$ cat config.mk
export PLATFORM = sky130hd
export DESIGN_NAME = clk_rec_ctrl
export DESIGN_NICKNAME = d
export VERILOG_FILES = /design/src/rtl/clk_rec_ctrl.sv
export SDC_FILE = /design/constraint.sdc
export NUM_CORES = 1
export LEC_CHECK = 0
export ABC_AREA = 1
export BUFFER_PORTS_ARGS = -buffer_cell sky130_fd_sc_hd__buf_4
export CORE_MARGIN = 4
export CORE_UTILIZATION = 56
export DETAILED_ROUTE_END_ITERATION = 10
export GPL_ROUTABILITY_DRIVEN = 1
export PLACE_DENSITY_LB_ADDON = 0.1
export SYNTH_ARGS = -nofsm -noshare
export SYNTH_HDL_FRONTEND = slang
export SYNTH_SLANG_ARGS = --single-unit
$ cat constraint.sdc
create_clock -name clk_300M -period 3.7 [get_ports clk_300M]
set_clock_uncertainty 0.05 [all_clocks]
set_input_delay 0.555 -clock clk_300M [delete_from_list [all_inputs] [get_ports clk_300M]]
set_output_delay 0.555 -clock clk_300M [all_outputs]
set_load 0.005 [all_outputs]
$ cat src/rtl/clk_rec_ctrl.sv
// -----------------------------------------------------------------------------
// clk_rec_ctrl
// Bit-period acquisition and tracking controller for a data-driven clock
// recovery loop. It watches qualified data edges and their spacing, and it
// estimates the bit period in clk_300M cycles. It declares lock once the
// estimate has been stable for a number of edges. It also detects loss of
// signal when the line goes silent for too long.
//
// Ports
//   clk_300M    in   single clock, rising edge
//   rst         in   synchronous active-high reset
//   enable      in   1 = run recovery, 0 = return to IDLE
//   edge_pulse  in   one-cycle pulse marking a qualified data edge
//   interval    in   cycles since previous edge, valid with edge_pulse
//   period      out  current bit-period estimate (all-ones = unknown)
//   locked      out  high only in TRACK
//   state       out  IDLE=0, ACQUIRE=1, TRACK=2, LOST=3
//   phase_rst   out  one-cycle pulse the cycle after an accepted edge
//   lost_pulse  out  one-cycle pulse on entry to LOST
// -----------------------------------------------------------------------------
module clk_rec_ctrl #(
    parameter int unsigned CLK_LEN   = 32,
    parameter int unsigned ACQ_EDGES = 16,
    parameter int unsigned TRK_EDGES = 16,
    parameter int unsigned TOL       = 2,
    parameter int unsigned RUN_SHIFT = 5
) (
    input  logic               clk_300M,
    input  logic               rst,
    input  logic               enable,
    input  logic               edge_pulse,
    input  logic [CLK_LEN-1:0] interval,
    output logic [CLK_LEN-1:0] period,
    output logic               locked,
    output logic [1:0]         state,
    output logic               phase_rst,
    output logic               lost_pulse
);

    localparam int unsigned SIL_W   = CLK_LEN + RUN_SHIFT;
    localparam int unsigned CNT_MAX = (ACQ_EDGES > TRK_EDGES) ? ACQ_EDGES : TRK_EDGES;
    localparam int unsigned CNT_W   = $clog2(CNT_MAX + 1);
    localparam int unsigned CMP_W   = CLK_LEN + 1;

    localparam logic [CLK_LEN-1:0] PERIOD_MAX  = {CLK_LEN{1'b1}};
    localparam logic [SIL_W-1:0]   SILENCE_MAX = {SIL_W{1'b1}};
    localparam logic [CNT_W-1:0]   ACQ_LAST    = CNT_W'(ACQ_EDGES - 1);
    localparam logic [CNT_W-1:0]   TRK_LAST    = CNT_W'(TRK_EDGES - 1);

    typedef enum logic [1:0] {
        ST_IDLE  = 2'd0,
        ST_ACQ   = 2'd1,
        ST_TRACK = 2'd2,
        ST_LOST  = 2'd3
    } state_e;

    state_e             state_q, state_d;
    logic [CLK_LEN-1:0] period_q, period_d;
    logic [CNT_W-1:0]   stable_q, stable_d;
    logic [SIL_W-1:0]   silence_q, silence_d;
    logic               locked_q, locked_d;
    logic               phase_rst_q, phase_rst_d;
    logic               lost_pulse_q, lost_pulse_d;

    logic [SIL_W-1:0]   silence_thr;
    logic [SIL_W-1:0]   silence_inc;
    logic               timeout;
    logic               acq_shorter;
    logic               trk_shorter;
    logic [CLK_LEN-1:0] period_relaxed;

    // Event decode shared by the FSM
    always_comb begin
        // Threshold is kept at full width so large periods cannot wrap to a short timeout
        silence_thr    = SIL_W'(period_q) << RUN_SHIFT;
        silence_inc    = (silence_q == SILENCE_MAX) ? silence_q : silence_q + SIL_W'(1);
        // An edge in the same cycle always wins over the timeout
        timeout        = !edge_pulse && (period_q != PERIOD_MAX) && (silence_q >= silence_thr);
        acq_shorter    = interval < period_q;
        // One extra bit so interval + TOL cannot overflow
        trk_shorter    = (CMP_W'(interval) + CMP_W'(TOL)) < CMP_W'(period_q);
        period_relaxed = (period_q == PERIOD_MAX) ? period_q : period_q + CLK_LEN'(1);
    end

    // Next-state and next-output logic
    always_comb begin
        state_d      = state_q;
        period_d     = period_q;
        stable_d     = stable_q;
        silence_d    = edge_pulse ? '0 : silence_inc;
        phase_rst_d  = 1'b0;
        lost_pulse_d = 1'b0;

        case (state_q)
            ST_IDLE: begin
                period_d  = PERIOD_MAX;
                stable_d  = '0;
                silence_d = '0;
                state_d   = ST_ACQ;
            end

            ST_ACQ: begin
                // Zero-length intervals are glitches, not edges
                if (edge_pulse && (interval != '0)) begin
                    phase_rst_d = 1'b1;
                    if (acq_shorter) begin
                        period_d = interval;
                        stable_d = '0;
                    end else if (stable_q == ACQ_LAST) begin
                        state_d  = ST_TRACK;
                        stable_d = '0;
                    end else begin
                        stable_d = stable_q + CNT_W'(1);
                    end
                end else if (timeout) begin
                    state_d      = ST_LOST;
                    lost_pulse_d = 1'b1;
                end
            end

            ST_TRACK: begin
                if (edge_pulse) begin
                    phase_rst_d = 1'b1;
                    if (trk_shorter) begin
                        // Clearly shorter bit seen: estimate was too long, re-acquire
                        period_d = interval;
                        stable_d = '0;
                        state_d  = ST_ACQ;
                    end else if (stable_q == TRK_LAST) begin
                        // Slow upward relaxation lets the estimate follow a drifting rate
                        period_d = period_relaxed;
                        stable_d = '0;
                    end else begin
                        stable_d = stable_q + CNT_W'(1);
                    end
                end else if (timeout) begin
                    state_d      = ST_LOST;
                    lost_pulse_d = 1'b1;
                end
            end

            ST_LOST: begin
                state_d   = ST_ACQ;
                period_d  = PERIOD_MAX;
                stable_d  = '0;
                silence_d = '0;
            end

            default: begin
                state_d = ST_IDLE;
            end
        endcase

        // Disable overrides every edge and timeout event
        if (!enable) begin
            state_d      = ST_IDLE;
            period_d     = PERIOD_MAX;
            stable_d     = '0;
            silence_d    = '0;
            phase_rst_d  = 1'b0;
            lost_pulse_d = 1'b0;
        end

        locked_d = (state_d == ST_TRACK);
    end

    // State and output registers
    always_ff @(posedge clk_300M) begin
        if (rst) begin
            state_q      <= ST_IDLE;
            period_q     <= PERIOD_MAX;
            stable_q     <= '0;
            silence_q    <= '0;
            locked_q     <= 1'b0;
            phase_rst_q  <= 1'b0;
            lost_pulse_q <= 1'b0;
        end else begin
            state_q      <= state_d;
            period_q     <= period_d;
            stable_q     <= stable_d;
            silence_q    <= silence_d;
            locked_q     <= locked_d;
            phase_rst_q  <= phase_rst_d;
            lost_pulse_q <= lost_pulse_d;
        end
    end

    assign period     = period_q;
    assign locked     = locked_q;
    assign state      = state_q;
    assign phase_rst  = phase_rst_q;
    assign lost_pulse = lost_pulse_q;

endmodule

Yosys cells after proc, flatten, opt, wreduce, memory -nomap -nowiden

Index checks and enable logic that the tools add are counted.

$add $sub $neg: 4
Order comparisons: 3
Equality and inequality tests: 13
Mux-type cells: 28
Bitwise operators: 1
Reductions and logical operators: 11

Operators with widths:

| operator                                                              | count |
|---|---|
| 32-bit 2-to-1 mux                                                     | 6 |
| 32-bit one-hot mux with 3 select lines                                | 1 |
| 37-bit by 1-bit adder with 37-bit output, second input constant       | 1 |
| 37-bit equality test, second input constant                           | 1 |
| 37-bit greater-or-equal comparator                                    | 1 |
| 32-bit by 2-bit adder with 33-bit output, second input constant       | 1 |
| 33-bit by 32-bit < comparator with 1-bit output                       | 1 |
| 32-bit by 1-bit adder with 32-bit output, second input constant       | 1 |
| 32-bit equality test, second input constant                           | 1 |
| 32-bit < comparator                                                   | 1 |
| 32-bit != test, second input constant                                 | 1 |
| 32-bit nonzero test                                                   | 1 |
| 5-bit 2-to-1 mux                                                      | 5 |
| 5-bit one-hot mux with 3 select lines                                 | 1 |
| 2-bit 2-to-1 mux                                                      | 7 |
| 2-bit equality test, second input constant                            | 3 |
| 2-bit != test, second input constant                                  | 3 |
| 3-bit != test, second input constant                                  | 2 |
| 2-bit one-hot mux with 3 select lines                                 | 1 |
| 5-bit by 1-bit adder with 5-bit output, second input constant         | 1 |
| 5-bit by 4-bit equality test with 1-bit output, second input constant | 1 |
| 1-bit 2-to-1 mux                                                      | 5 |
| 5-bit AND reduction                                                   | 1 |
| 5-bit OR reduction                                                    | 1 |
| 8 further kinds                                                       | 12 |

Register bits: 79
Input bits: 36
Output and inout bits: 37

Logic depth before layout (Yosys ltp)

Depth in word-level cells: 8
Depth in mapped cells: 28
Depth with buffers taken out: 27

Worst setup path before layout

No wires, ideal clock.

Path type: input port to flip-flop
From: in interval[1]
To: reg period_q[21] (netlist: period[21])
Arrival: 3.480 ns
Data required time: 3.515 ns
Slack: 0.035 ns
Stages on the path: 27
Cells stage by stage: ha_1 > nand2_1 > nor2_1 > nand3_2 > nor2_2 > nand3_2 > inv_1 > nand2_2 > nor2_2 > nand2_2 > nor2_4 > nand4_2 > xor2_1 > ha_1 > inv_1 > nor2_1 > a21oi_2 > nand2_4 > nor2_8 > nand2_8 > nand3_2 > nand2_2 > nor2_4 > clkinv_4 > buf_8 > nand2_2 > nand3_2

Cells in the longest elaborated chain, start to end: 5

Ends and longest elaborated chain:

| element                                         | RTL line | RTL |
|---|---|---|
| from (decl)                                     | 32       | `input logic [CLK_LEN-1:0] interval,` |
| 32-bit by 2-bit adder with 33-bit output        | 81       | `trk_shorter = (CMP_W'(interval) + CMP_W'(TOL)) < CMP_W'(period_q);` |
| 33-bit by 32-bit < comparator with 1-bit output | 81       |  |
| 32-bit 2-to-1 mux                               | 124      | `if (trk_shorter) begin` |
| 32-bit 2-to-1 mux                               | 122      | `if (edge_pulse) begin` |
| 32-bit one-hot mux with 3 select lines          | 94       | `case (state_q)` |
| to (signal assigned)                            | 179      | `period_q <= period_d;` |
| to (decl)                                       | 58       | `logic [CLK_LEN-1:0] period_q, period_d;` |

Several ways; a longest one is shown, not always the timed one. The select of a mux whose other input is x is not followed.
A chain may end at the register's enable or synchronous reset.

Worst setup path after layout

From: in interval[1]
To: reg period_q[11] (netlist: period[11])

The elaborated chain is that of the path after synthesis.

==> tab_implementation.tex <==
\begin{tabular}{lr}
\hline
Metric & Value \\
\hline
\multicolumn{2}{l}{\textbf{Critical path}} \\
Sort of element at the start of the critical path & primary input \\
Largest fanout of any net on the critical path & 20 \\
Reg2Reg Depth & 15 \\
Worst flop-to-flop path startpoint & period[29] \\
Data required time of the critical path & 3.87 ns \\
Category of the worst setup path capture point & register \\
Worst Path Class, Setup & in2reg \\
Endpoint of the most critical register-to-register path & period[31] \\
CP arrival & 3.88 ns \\
Setup slack, reg-to-reg & $\sim$0.69 ns \\
Critical path destination & period[11] \\
Startpoint of the worst setup timing path & interval[1] \\
\multicolumn{2}{l}{\textbf{Synth}} \\
Sequential-to-total area share from yosys stat & 18.0\% \\
Number of storage elements in the synthesis netlist & 79 \\
Number of instances in the synthesized netlist & around 1,400 \\
Net count of the mapped netlist & around 1,500 \\
Number of warnings reported in the yosys synthesis log & 0 \\
Mux share of post-synthesis cell area & 0\% \\
Xor/xnor cell area share of the yosys netlist & 7.68\% \\
Main area contributors after synthesis & dfxtp\_1 18\%, nand2\_1 16\%, ha\_1 15\%, nand3\_1 8.8\%, inv\_1 7.3\% \\
Share of the synthesized area in the top cell type & between 15 and 20\% \\
Post-synth design cell area & 8790 sq um \\
Fraction of the mapped netlist area in compound gates & about 7.6\% \\
Adder-cell area share of the yosys netlist & between 10\% and 20\% \\
Average cell area after synthesis & 6.32 sq um \\
Basic-gate share of the synthesized area counting and, or, nand and nor cells & 42.2\% \\
Synth cell types & between 40 and 50 \\
Cell type contributing the most total cell area after synthesis & dfxtp\_1 \\
Main combinational cell family by area after synthesis & simple AND/OR/NAND/NOR gates \\
\multicolumn{2}{l}{\textbf{Timing}} \\
Fmax achieved & 270 MHz \\
Final max-slew violation count & 0 \\
Normalized max-slew margin & 53.1\% \\
PnR worst setup slack & -0.00831 ns \\
Fin. Hold Viols & 0 \\
Least-Margin Pin Slew & roughly 0.7 ns \\
Period minus WS final & 3.71 ns \\
Setup repair after global routing missed its margin & yes \\
Endpoints failing setup & 1 \\
Fin crit share & 100\% \\
Summed negative setup slack over all endpoints & -0.00831 ns \\
\multicolumn{2}{l}{\textbf{Place}} \\
Hpwl dp & 21,900 um \\
I/O Buffers & 72 \\
Routability-driven placement congestion ratio & 0.986 \\
Worst-case setup slack after placement & -0.403 ns \\
DP Area & 9940 sq um \\
\multicolumn{2}{l}{\textbf{Detailed routing}} \\
Total iterations of the first detailed-routing run & 5 \\
DR iter-0 viols & 717 \\
Final wirelength & 28,000 um \\
Number of nets still failing antenna checks after routing & 0 \\
Number of DRC violations after detailed routing & 0 \\
Avg Vias per Cell & about 5.6 \\
DR WL/cell & 16.2 um \\
Vias after detailed routing & 9,721 \\
\multicolumn{2}{l}{\textbf{Power and ir drop}} \\
Relative contribution of sequential cells to total power & 33.9\% \\
Fraction of power consumed by combinational cells & a little under a third \\
Power Density & about 250 nW/um\^{}2 \\
Cell Int Power & 1.75 mW \\
Peak VDD IR & between 0.2 and 0.25 mV \\
Switching Fraction & around a third \\
Clock network fraction of total power & 35.4\% \\
Net load switching power & slightly above 0.9 mW \\
Static Leakage & 5.34 nW \\
Overall Power & around 2.7 mW \\
\multicolumn{2}{l}{\textbf{Outcome}} \\
Failing checks & setup timing \\
Outcome & complete, but fails checks \\
\multicolumn{2}{l}{\textbf{Global routing}} \\
Grt total ovfl & 0 \\
Wire length of the first global-routing pass & approximately 44,000 um \\
Antenna violations before repair & 0 \\
Pin count of the biggest net entering global routing & 40 \\
Via count of the first global-routing pass & 8,964 \\
GRT Util Overall & between 30\% and 40\% \\
\multicolumn{2}{l}{\textbf{Floorplanning}} \\
Initial cell density of the core & 57.6\% \\
Num rows & 45 \\
Die span in y & about 130 um \\
Placeable core region & 15,300 sq um \\
Floorplan die area & between 15,000 and 20,000 sq um \\
I/O pin count & 73 \\
Horizontal die dimension & 133 um \\
\multicolumn{2}{l}{\textbf{Clock network}} \\
Clock net sink count & approximately 80 \\
\# H-tree levels & 3 \\
Root cell of the clock tree & clkbuf\_16 \\
Hold buffer count at cts & 0 \\
Max Buffers Root-to-Sink & 2 \\
Clock tree from TritonCTS & built \\
Clock latency at the later pin of the worst-skew pair & $\sim$0.35 ns \\
Number of buffers inserted during clock tree synthesis & 9 \\
Clock transition at the registers of the reported paths & around 0.060 ns \\
\multicolumn{2}{l}{\textbf{Final layout}} \\
Share of layout cells above drive strength 1 & 17.5\% \\
Final instance area & $\sim$11,000 sq um \\
Utilization of the core after routing & 69.3\% \\
Net total in the final layout & $\sim$1,600 \\
Area overhead of the layout relative to synthesis & 20.3\% \\
Final antenna diode count & 0 \\
\multicolumn{2}{l}{\textbf{Worst hold path}} \\
Path class of the lowest-slack min-delay path & in2reg \\
\multicolumn{2}{l}{\textbf{Run}} \\
Maximum Capacitance Violations & 0 \\
\hline
\end{tabular}
stage by stage:
| stage | std cells | hold WS, ns |
|---|---|---|
| after floorplan | 1391 | 0.383 |
| after global placement | 1700 | 0.395 |
| after detailed placement | 1700 | 0.403 |
| after CTS | 1717 | 0.333 |
| after global routing | 1725 | 0.343 |
| final | 1725 | 0.334 |
state kept, by name, indices dropped and copies added, names as in the netlist:
signal      flops
lost_pulse      1
state           2
phase_rst       1
stable_q        5
locked          1
silence_q      37
period         32
area by class of cell:
cell class              instances  area [sq um]
fillers                      1385          4690
inverters                     175           662
flip-flops and latches         79          1580
clock buffers                  12           256
clock inverters                 4          53.8
well taps                     211           264
multi-input cells            1101          6550
repair buffers                143          1200
worst min-delay path by stage:
| stage | start | endpoint | slack (ns) | depth (start not counted) |
|---|---|---|---|---|
| after floorplan | stable_q[4] | stable_q[4] | 0.38 | 2 |
| after global placement | stable_q[4] | stable_q[4] | 0.39 | 2 |
| after detailed placement | stable_q[4] | stable_q[4] | 0.40 | 2 |
| after CTS | rst | state[0] | 0.33 | 2 |
| after global routing | rst | state[0] | 0.34 | 2 |
| final | rst | state[0] | 0.33 | 2 |
Yosys cell counts, drive strengths merged:
| library cell | n |
|---|---|
| nand2 | 396 |
| nand3 | 177 |
| inv | 174 |
| nor2 | 126 |
| ha | 104 |
| dfxtp | 79 |
| xor2 | 68 |
| a21oi | 63 |
| nor3 | 50 |
| o21ai | 39 |
| nand4 | 31 |
| clkbuf | 19 |
| buf | 17 |
| nor4 | 15 |
| xnor2 | 9 |
| a31oi | 7 |
| o21a | 6 |
| a21o | 3 |
| o211ai | 2 |
| o21bai | 2 |
| a2111oi | 1 |
| clkinv | 1 |
| nand3b | 1 |
| or2 | 1 |
layer usage:
layer / vias to the layer above / global-route usage (%) / part of all wire [%]
met5: - / 0 / 0
met4: 0 / 14.1 / 4.3
met3: 93 / 3.66 / 6.2
met2: 415 / 50.8 / 47
met1: 4405 / 39.0 / 42
li1: 4808 / - / -
kinds of logic after synthesis:
family	Yosys count
AOI/OAI and AO/OA	123
xor gates and xnor gates	77
adders and majority gates	104
buffers and inverters	211
DFF	79
and+or+nand+nor	797
repair_timing:
| action | 4_1_cts | 5_1_grt |
|---|---|---|
| gates cloned | 0 | 3 |
| setup endpoints to repair | 17 | 39 |
| setup buffers | 1 | 5 |
| pin swaps | 4 | 32 |
| resized for setup | 6 | 47 |
worst max-delay path, stage by stage:
cell and delay, ns:
buf_6 0.09, buf_6 0.10, nand3_4 0.07, nor2_4 0.14, nand3_4 0.10, nor2_4 0.13, nand2_2 0.08, nor2_4 0.10
nand2_2 0.08, nor2_4 0.15, nand3_2 0.10, nor2_1 0.13, xor2_1 0.16, inv_1 0.06, ha_1 0.31, nand2_1 0.09
nor2_4 0.12, nand4_1 0.16, a21oi_2 0.28, nor2_8 0.06, nand2_8 0.08, buf_4 0.11, buf_6 0.17, nand2_1 0.08
nand3_1 0.07, nand2_1 0.06, nand3_1 0.13, nand3_2 0.08
power by group through the flow:
stage          registers, mW  clock network (mW)  logic [mW]
2_1_floorplan          0.913                   0       0.514
3_3_place_gp           0.922                   0       0.760
3_5_place_dp           0.923                   0       0.771
4_1_cts                0.904               0.952       0.780
5_1_grt                0.909               0.985       0.912
6_report               0.908               0.949       0.824
cell usage in the layout (no fill, tap or decap), types with 44 or more instances in the layout:
cell type | netlist | final
buf_4 | 2 | 128
inv_1 | 170 | 168
nor2_1 | 117 | 110
dfxtp_1 | 79 | 79
nand3_1 | 155 | 153
xor2_1 | 68 | 68
nor3_1 | 44 | 44
ha_1 | 104 | 102
nand2_1 | 367 | 352
a21oi_1 | 61 | 60
Note: power is estimated with default switching activity, not from simulation.
